[config.mk]
export PLATFORM = sky130hd
export DESIGN_NAME = cpu_run_ctrl
export DESIGN_NICKNAME = d
export VERILOG_FILES = /design/src/rtl/cpu_run_ctrl.sv
export SDC_FILE = /design/constraint.sdc
export NUM_CORES = 1
export LEC_CHECK = 0
export ABC_CLOCK_PERIOD_IN_PS = 3000
export BUFFER_PORTS_ARGS = -buffer_cell sky130_fd_sc_hd__buf_2
export CAP_MARGIN = 20
export CORE_ASPECT_RATIO = 0.6
export CORE_MARGIN = 1
export CORE_UTILIZATION = 52
export CTS_BUF_LIST = sky130_fd_sc_hd__clkbuf_2 sky130_fd_sc_hd__clkbuf_4 sky130_fd_sc_hd__clkbuf_8
export DETAILED_ROUTE_END_ITERATION = 12
export GPL_TIMING_DRIVEN = 0
export PLACE_DENSITY = 0.91
export SYNTH_ARGS = -nofsm -noshare
export SYNTH_HDL_FRONTEND = slang
export SYNTH_SLANG_ARGS = --single-unit
export TNS_END_PERCENT = 5
[constraint.sdc]
create_clock -name clk -period 3 [get_ports clk]
set_input_delay 0.15 -clock clk [delete_from_list [all_inputs] [get_ports clk]]
set_output_delay 0.15 -clock clk [all_outputs]
set_load 0.01 [all_outputs]
[src/rtl/cpu_run_ctrl.sv]
// Run/debug controller for the RV32 single-cycle core.
// Sequences idle, free-run, single-step and halt; owns core reset/enable.
module cpu_run_ctrl #(
  parameter int CNT_W = 32
) (
  input  logic             clk,
  input  logic             reset,
  input  logic             start,
  input  logic             step,
  input  logic             resume,
  input  logic             halt_req,
  input  logic [CNT_W-1:0] cycle_limit,
  input  logic             Ecall,
  input  logic             Ebreak,
  output logic             core_rst,
  output logic             core_en,
  output logic             busy,
  output logic             halted,
  output logic             done,
  output logic [2:0]       halt_cause,
  output logic [CNT_W-1:0] cycle_cnt
);

  typedef enum logic [2:0] {
    S_IDLE,
    S_RST,
    S_RUN,
    S_STEP,
    S_HALTED,
    S_DONE
  } state_t;

  localparam logic [2:0] C_NONE  = 3'd0;
  localparam logic [2:0] C_ECALL = 3'd1;
  localparam logic [2:0] C_EBRK  = 3'd2;
  localparam logic [2:0] C_HREQ  = 3'd3;
  localparam logic [2:0] C_STEP  = 3'd4;
  localparam logic [2:0] C_TOUT  = 3'd5;

  state_t           state_q, state_d;
  logic [2:0]       cause_q, cause_d;
  logic [CNT_W-1:0] cnt_q, cnt_d;
  logic [CNT_W-1:0] cnt_inc;
  logic             limit_hit;

  // Count saturates so a long unlimited run never wraps to a small value.
  assign cnt_inc   = (&cnt_q) ? cnt_q : cnt_q + CNT_W'(1);
  assign limit_hit = (cycle_limit != '0) && (cnt_inc == cycle_limit);

  always_comb begin
    state_d = state_q;
    cause_d = cause_q;
    cnt_d   = cnt_q;
    unique case (state_q)
      S_IDLE: begin
        if (start || step) begin
          state_d = start ? S_RUN : S_STEP;
          cause_d = C_NONE;
          cnt_d   = '0;
        end
      end
      S_RST: begin
        state_d = S_RUN;
        cause_d = C_NONE;
        cnt_d   = '0;
      end
      S_RUN: begin
        cnt_d = cnt_inc;
        if (Ecall) begin
          state_d = S_DONE;
          cause_d = C_ECALL;
        end else if (Ebreak) begin
          state_d = S_HALTED;
          cause_d = C_EBRK;
        end else if (limit_hit) begin
          state_d = S_DONE;
          cause_d = C_TOUT;
        end else if (halt_req) begin
          state_d = S_HALTED;
          cause_d = C_HREQ;
        end
      end
      S_STEP: begin
        cnt_d = cnt_inc;
        if (Ecall) begin
          state_d = S_DONE;
          cause_d = C_ECALL;
        end else if (Ebreak) begin
          state_d = S_HALTED;
          cause_d = C_EBRK;
        end else if (limit_hit) begin
          state_d = S_DONE;
          cause_d = C_TOUT;
        end else begin
          state_d = S_HALTED;
          cause_d = C_STEP;
        end
      end
      S_HALTED: begin
        if (start) begin
          state_d = S_RST;
          cause_d = C_NONE;
          cnt_d   = '0;
        end else if (resume) begin
          state_d = S_RUN;
          cause_d = C_NONE;
        end else if (step) begin
          state_d = S_STEP;
          cause_d = C_NONE;
        end
      end
      S_DONE: begin
        if (start) begin
          state_d = S_RST;
          cause_d = C_NONE;
          cnt_d   = '0;
        end
      end
      default: begin
        state_d = S_IDLE;
        cause_d = C_NONE;
        cnt_d   = '0;
      end
    endcase
  end

  always_ff @(posedge clk or negedge reset) begin
    if (!reset) begin
      state_q <= S_IDLE;
      cause_q <= C_NONE;
      cnt_q   <= '0;
    end else begin
      state_q <= state_d;
      cause_q <= cause_d;
      cnt_q   <= cnt_d;
    end
  end

  assign core_rst   = (state_q == S_IDLE) || (state_q == S_RST);
  assign core_en    = (state_q == S_RUN) || (state_q == S_STEP);
  assign busy       = core_en;
  assign halted     = (state_q == S_HALTED);
  assign done       = (state_q == S_DONE);
  assign halt_cause = cause_q;
  assign cycle_cnt  = cnt_q;

endmodule

# After elaboration in Yosys (flattened, before gate mapping)
# Index checks and enable logic that the tools add are counted.
# totals
reg_bits,38
inputBits,40
output_inout_bits,40
word_cells,56
# op_classes
add_sub_neg,1
eq_ne,11
mux,30
n_reduce_logical,11
# ops
op,n
2-to-1 mux 32 bit,3
case mux 32 bit (3 select lines),1
2-to-1 mux 3 bit,20
adder 32 x 1 -> 32 bit (second input constant),1
equality test 32 bit,1
AND reduction 32 bit,1
nonzero test 32 bit,1
case mux 3 bit (6 select lines),1
case mux 3 bit (5 select lines),1
equality test 3 x 2 -> 1 bit (second input constant),2
equality test 3 bit (second input constant),2
!= test 5 bit (second input constant),1
2-to-1 mux 1 bit,4
!= test 2 bit (second input constant),2
!= test 4 bit (second input constant),1
AND reduction 4 bit,1
OR reduction 2 bit,2
equality test 3 x 1 -> 1 bit (second input constant),1
logical NOT 3 bit,1
logical OR 1 bit,3
!= test 2 x 1 -> 1 bit (second input constant),1
AND reduction 2 bit,1
logical AND 1 bit,1

# Longest topological paths before layout
# logic_depth
ltp_word,8
depth_mapped,12
ltp_nobuf,10

# Worst setup path before layout
# Ideal clock, no wire load.
# synth_path
path_kind,flip-flop to flip-flop
from,"register cnt_q[1], in the netlist cycle_cnt[1]"
to,"register cause_q[0], in the netlist halt_cause[0]"
setup_time_ns,0.127
arrival_ns,3.146
required_time_ns,2.873
path_slack_ns,-0.273
stages_incl_launch_ff,12
path_buffers,1
period_less_slack_ns,3.273
cell_sequence,dfrtp_1 > ha_1 > nand3_1 > or4_1 > clkbuf_1 > nor3_1 > mux2i_1 > xor2_1 > nand3_1 > nor4_2 > o41ai_2 > mux2_1
# synth_via
elab_chain_cells,8
word_cells_on_any_way,14
classes_between,add/sub: 1; eq/ne: 2; mux: 8; reduce/logical: 3
# synth_lines
element,line_no,source
start: declaration,42,"logic [CNT_W-1:0] cnt_q, cnt_d;"
start signal: assignment,135,cnt_q <= cnt_d;
adder 32 x 1 -> 32 bit or AND reduction 32 bit (tied branches),47,assign cnt_inc = (&cnt_q) ? cnt_q : cnt_q + CNT_W'(1);
2-to-1 mux 32 bit *,47,
equality test 32 bit *,48,assign limit_hit = (cycle_limit != '0) && (cnt_inc == cycle_limit);
logical AND 1 bit *,48,
2-to-1 mux 1 bit or 2-to-1 mux 3 bit (tied branches),"91, 75",
2-to-1 mux 3 bit (on tied branches),"88, 72",
2-to-1 mux 3 bit (on tied branches),"85, 69",
case mux 3 bit (5 select lines),54,unique case (state_q)
end signal: assignment,134,cause_q <= cause_d;
end: declaration,41,"logic [2:0] cause_q, cause_d;"
# Every way passes the cells marked *; elsewhere a longest branch is shown, timed or not.
# A chain may end at the register's enable or synchronous reset.

# Worst setup path in the final report
# layout_path
from,"register cnt_q[18], in the netlist cycle_cnt[18]"
to,"register cause_q[0], in the netlist halt_cause[0]"
# The elaborated chain is that of the path after synthesis.

==> results.py <==
metrics = {
    "run_status": {
        "outcome": "finished, violations left",
        "violations": "hold timing, setup timing",
    },
    "layout": {
        "fillers": 507,
        "nNetsFinal": 650,
        "drive_gt1_share_pct": 35.4,
        "multi_input_area_um2": 2880,
        "final_util_pct": 75.3,
        "final-seq-area_um2": 960,
        "diodes": 0,
        "areaGrowthSynthToFinish_pct": 37.9,
    },
    "yosys": {
        "ys_seq_area_share_pct": 25.7,
        "syn_avg_cell_area_um2": 7.67,
        "synth_edf_count": 0,
        "yosysUniqueCellTypes": 62,
        "ys.flop_type": "dfrtp_1",
        "yosysWarnings": 0,
        "syn-cell-area_um2": 3690,
        "async_flop_share_pct": 100,
        "synthCells": 482,
        "synth_nets": 523,
        "synth-seq-cells": 38,
    },
    "sta": {
        "slew_violations": 0,
        "fin_crit_ns": 3.56,
        "fin_hold_ws_ns": -0.0341,
        "hold_viol": 38,
        "slew_headroom_pct": 38.9,
        "timing.fmax_mhz": 281,
        "worst_pin_slew_ns": 0.916,
        "finalSetupViolCount": 6,
        "rsz0062_at_grt": "true",
        "skew_ns": 0.00688,
        "min_period_over_period_pct": 119,
        "fin_ws_ns": -0.556,
    },
    "hold_path": {
        "hp-class": "in -> async",
    },
    "die": {
        "die-area_um2": 7460,
        "die_h_um": 67.3,
        "io_pins": 80,
        "coreArea_um2": 6760,
        "placement_rows": 23,
        "start_util_pct": 54.6,
        "die_w_um": 111,
    },
    "power_and_ir_drop": {
        "ir_worst_vdd_mv": 0.364,
        "p_sw_share_pct": 47.0,
        "internal_power_mw": 1.16,
        "switchingPower_mw": 1.03,
        "powerDensity_nw_per_um2": 431,
        "power.total_mw": 2.20,
        "combPwrFrac_pct": 52.1,
        "seq_power_share_pct": 29.3,
        "pwr-share-clk_pct": 18.6,
        "p_leak_nw": 2.21,
    },
    "clocking": {
        "cts_tree": "done",
        "clkLatencyLatePin_ns": 0.32,
        "cts.sinks": 38,
        "path_clk_slew_ns": 0.09,
        "clk_path_buf_depth": 2,
        "cts_max_level": 2,
        "cts_inserted_buffers": 5,
        "cts_root_buf": "clkbuf_8",
    },
    "drt": {
        "routed_wl_um": 15900,
        "viasPerCell": 7.03,
        "dr.pass1.iters": 5,
        "routedWlPerCell_um": 22.8,
        "drt_iter0_drc": 726,
        "vias": 4901,
        "drcViolationCount": 0,
        "ant_nets": 0,
    },
    "global_routing": {
        "grt_pass1_wl_um": 22800,
        "busiest_layer": "met2",
        "grt_pass1_vias": 4175,
        "antenna_found_initial": 0,
        "met1_usage_pct": 54.7,
        "grt_overflow": 0,
        "use_met3_pct": 13.6,
        "grt_max_degree": 39,
        "grt_use_total_pct": 40.4,
        "grt_use_met2_pct": 58.9,
    },
    "critical_path": {
        "crit_start": "cycle_cnt[18]",
        "path_buf_inv": 2,
        "worstReg2RegStart": "cycle_cnt[18]",
        "arrival_ns": 3.77,
        "endpoint_kind": "flop",
        "start_kind": "flop",
        "slowest_stage": "dfrtp_1",
        "critPathMaxStageDelay_ns": 0.53,
        "worstPathCellList": "and4_1, nand4_1, buf_4, buf_4, mux2i_1, o22ai_1, and4_1, nand4_1, nor4_4, o41ai_4, mux2_4",
        "worstPathRequired_ns": 3.21,
        "crit_family": "simple AND/OR/NAND/NOR gates",
        "crit_fanout": 7,
        "critPathKind": "reg -> reg",
    },
    "placement": {
        "io_buffer_count": 79,
        "post-dp-hpwl_um": 10700,
        "routabilityCongestion": 1.00,
    },
    "flow_run": {
        "maxCapViolCount": 0,
    },
}
## flip-flops by register name, indices dropped and copies added, names as in the netlist
| name | count |
|---|---|
| cycle_cnt | 32 |
| state_q | 3 |
| halt_cause | 3 |
## final timing paths
path / slack [ns] / depth (start not counted) / end
worst min-delay path: -0.03 / 1 / cycle_cnt[1]
worst max register to register: -0.56 / 11 / halt_cause[0]
min in group clk: 0.20 / 3 / halt_cause[1]
max in group asynchronous: 2.41 / 1 / cycle_cnt[16]
worst max-delay path: -0.56 / 11 / halt_cause[0]
worst min register to register: 0.52 / 1 / halt_cause[0]
## final cells by class
| class | instances | area share [%] |
|---|---|---|
| clock inverters | 1 | 0.0983 |
| plain buffers | 32 | 5.08 |
| flip-flops and latches | 38 | 18.8 |
| well taps | 87 | 2.14 |
| repair buffers | 123 | 14.7 |
| multi-input cells | 397 | 56.5 |
| inverters | 12 | 0.884 |
| clock buffers | 7 | 1.77 |
## synthesized netlist by cell type, types with 2 or more instances
library cell / instances / area [um2]
a2111oi_2: 4 / 60.1
mux2_2: 4 / 45.0
a31oi_1: 11 / 68.8
buf_2: 10 / 50.1
dfrtp_1: 38 / 951
buf_4: 3 / 22.5
o41ai_2: 2 / 32.5
and2_1: 2 / 12.5
inv_1: 12 / 45.0
nand2b_1: 6 / 37.5
nand4_2: 2 / 25.0
o22ai_1: 4 / 25.0
or4_1: 3 / 22.5
nand3b_1: 2 / 15.0
a211oi_1: 11 / 82.6
o31ai_1: 9 / 67.6
nor2_1: 29 / 109
a31o_2: 2 / 17.5
or3_1: 2 / 12.5
nor4_1: 13 / 81.3
mux2i_1: 5 / 50.1
nor3_1: 13 / 65.1
nand3_1: 12 / 60.1
a22o_1: 4 / 35.0
nor3b_1: 2 / 15.0
or2_2: 2 / 12.5
xnor2_1: 25 / 219
clkbuf_1: 19 / 71.3
and3_1: 5 / 31.3
o2bb2ai_1: 2 / 17.5
a21oi_1: 22 / 110
nand4_1: 23 / 144
nand4b_1: 3 / 26.3
o21ai_0: 51 / 255
o21a_1: 3 / 22.5
and4_1: 10 / 87.6
xor2_1: 19 / 166
o41ai_1: 2 / 17.5
o211ai_1: 6 / 45.0
nand2_1: 63 / 236
## power groups by stage
| stage | clock network [mW] | registers (mW) | logic [mW] |
|---|---|---|---|
| 2_1_floorplan | 0 | 0.646 | 0.618 |
| 3_3_place_gp | 0 | 0.640 | 0.967 |
| 3_5_place_dp | 0 | 0.644 | 0.997 |
| 4_1_cts | 0.401 | 0.630 | 1.04 |
| 5_1_grt | 0.426 | 0.650 | 1.20 |
| 6_report | 0.408 | 0.643 | 1.14 |
## cell usage in the layout (no fill, tap or decap), types with 4 or more instances in the layout
cell type	count
buf_2	80
nand2_1	61
o21ai_0	46
buf_4	45
dfrtp_1	31
nor2_1	27
nand4_1	23
xnor2_1	23
a21oi_1	21
xor2_1	18
inv_1	12
buf_6	12
a31oi_1	11
clkbuf_1	10
and4_1	10
nor4_1	10
nand3_1	9
o31ai_1	8
clkbuf_8	7
nor3_1	7
dfrtp_2	7
nand2b_1	6
o211ai_1	6
a211oi_1	6
nor4_4	5
and3_1	4
o22ai_1	4
a211oi_2	4
a22o_1	4
mux2i_1	4
## metrics by stage
step | setup TNS, ns | cell area, um2 | hold WS (ns) | instances | setup slack, ns
floorplan | -0.389 | 3790 | -0.146 | 482 | -0.166
global placement | -4.85 | 4300 | 0.311 | 648 | -0.939
detailed placement | -5.45 | 4300 | 0.331 | 648 | -1.02
CTS | -1.70 | 4750 | 0.00284 | 675 | -0.415
global route | -2.94 | 5090 | 0.0392 | 697 | -0.599
finish | -2.70 | 5090 | -0.0341 | 697 | -0.556
## cell families after synthesis
group / share of synthesized area, %
XOR/XNOR: 10.4
buffers and inverters: 5.65
AO/OA/AOI/OAI: 26.3
multiplexers: 2.88
flip-flops: 25.7
AND/OR/NAND/NOR: 28.6
adder cells (fa/ha/maj): 0.339
## repair_timing
item,in CTS,in global routing
buffers inserted,20,24
hold buffers,0,0
setup endpoints to repair,6,6
resized for setup,46,48
pin swaps,18,27
## metal layers
layer | share of wire [%] | wire length (um) | up-vias
met1 | 37 | 5920 | 2290
met2 | 42 | 6680 | 469
met4 | 4.1 | 648 | 0
met5 | 0 | 0 | -
met3 | 17 | 2640 | 86
li1 | - | - | 2056
Note: power is estimated with default switching activity, not from simulation.
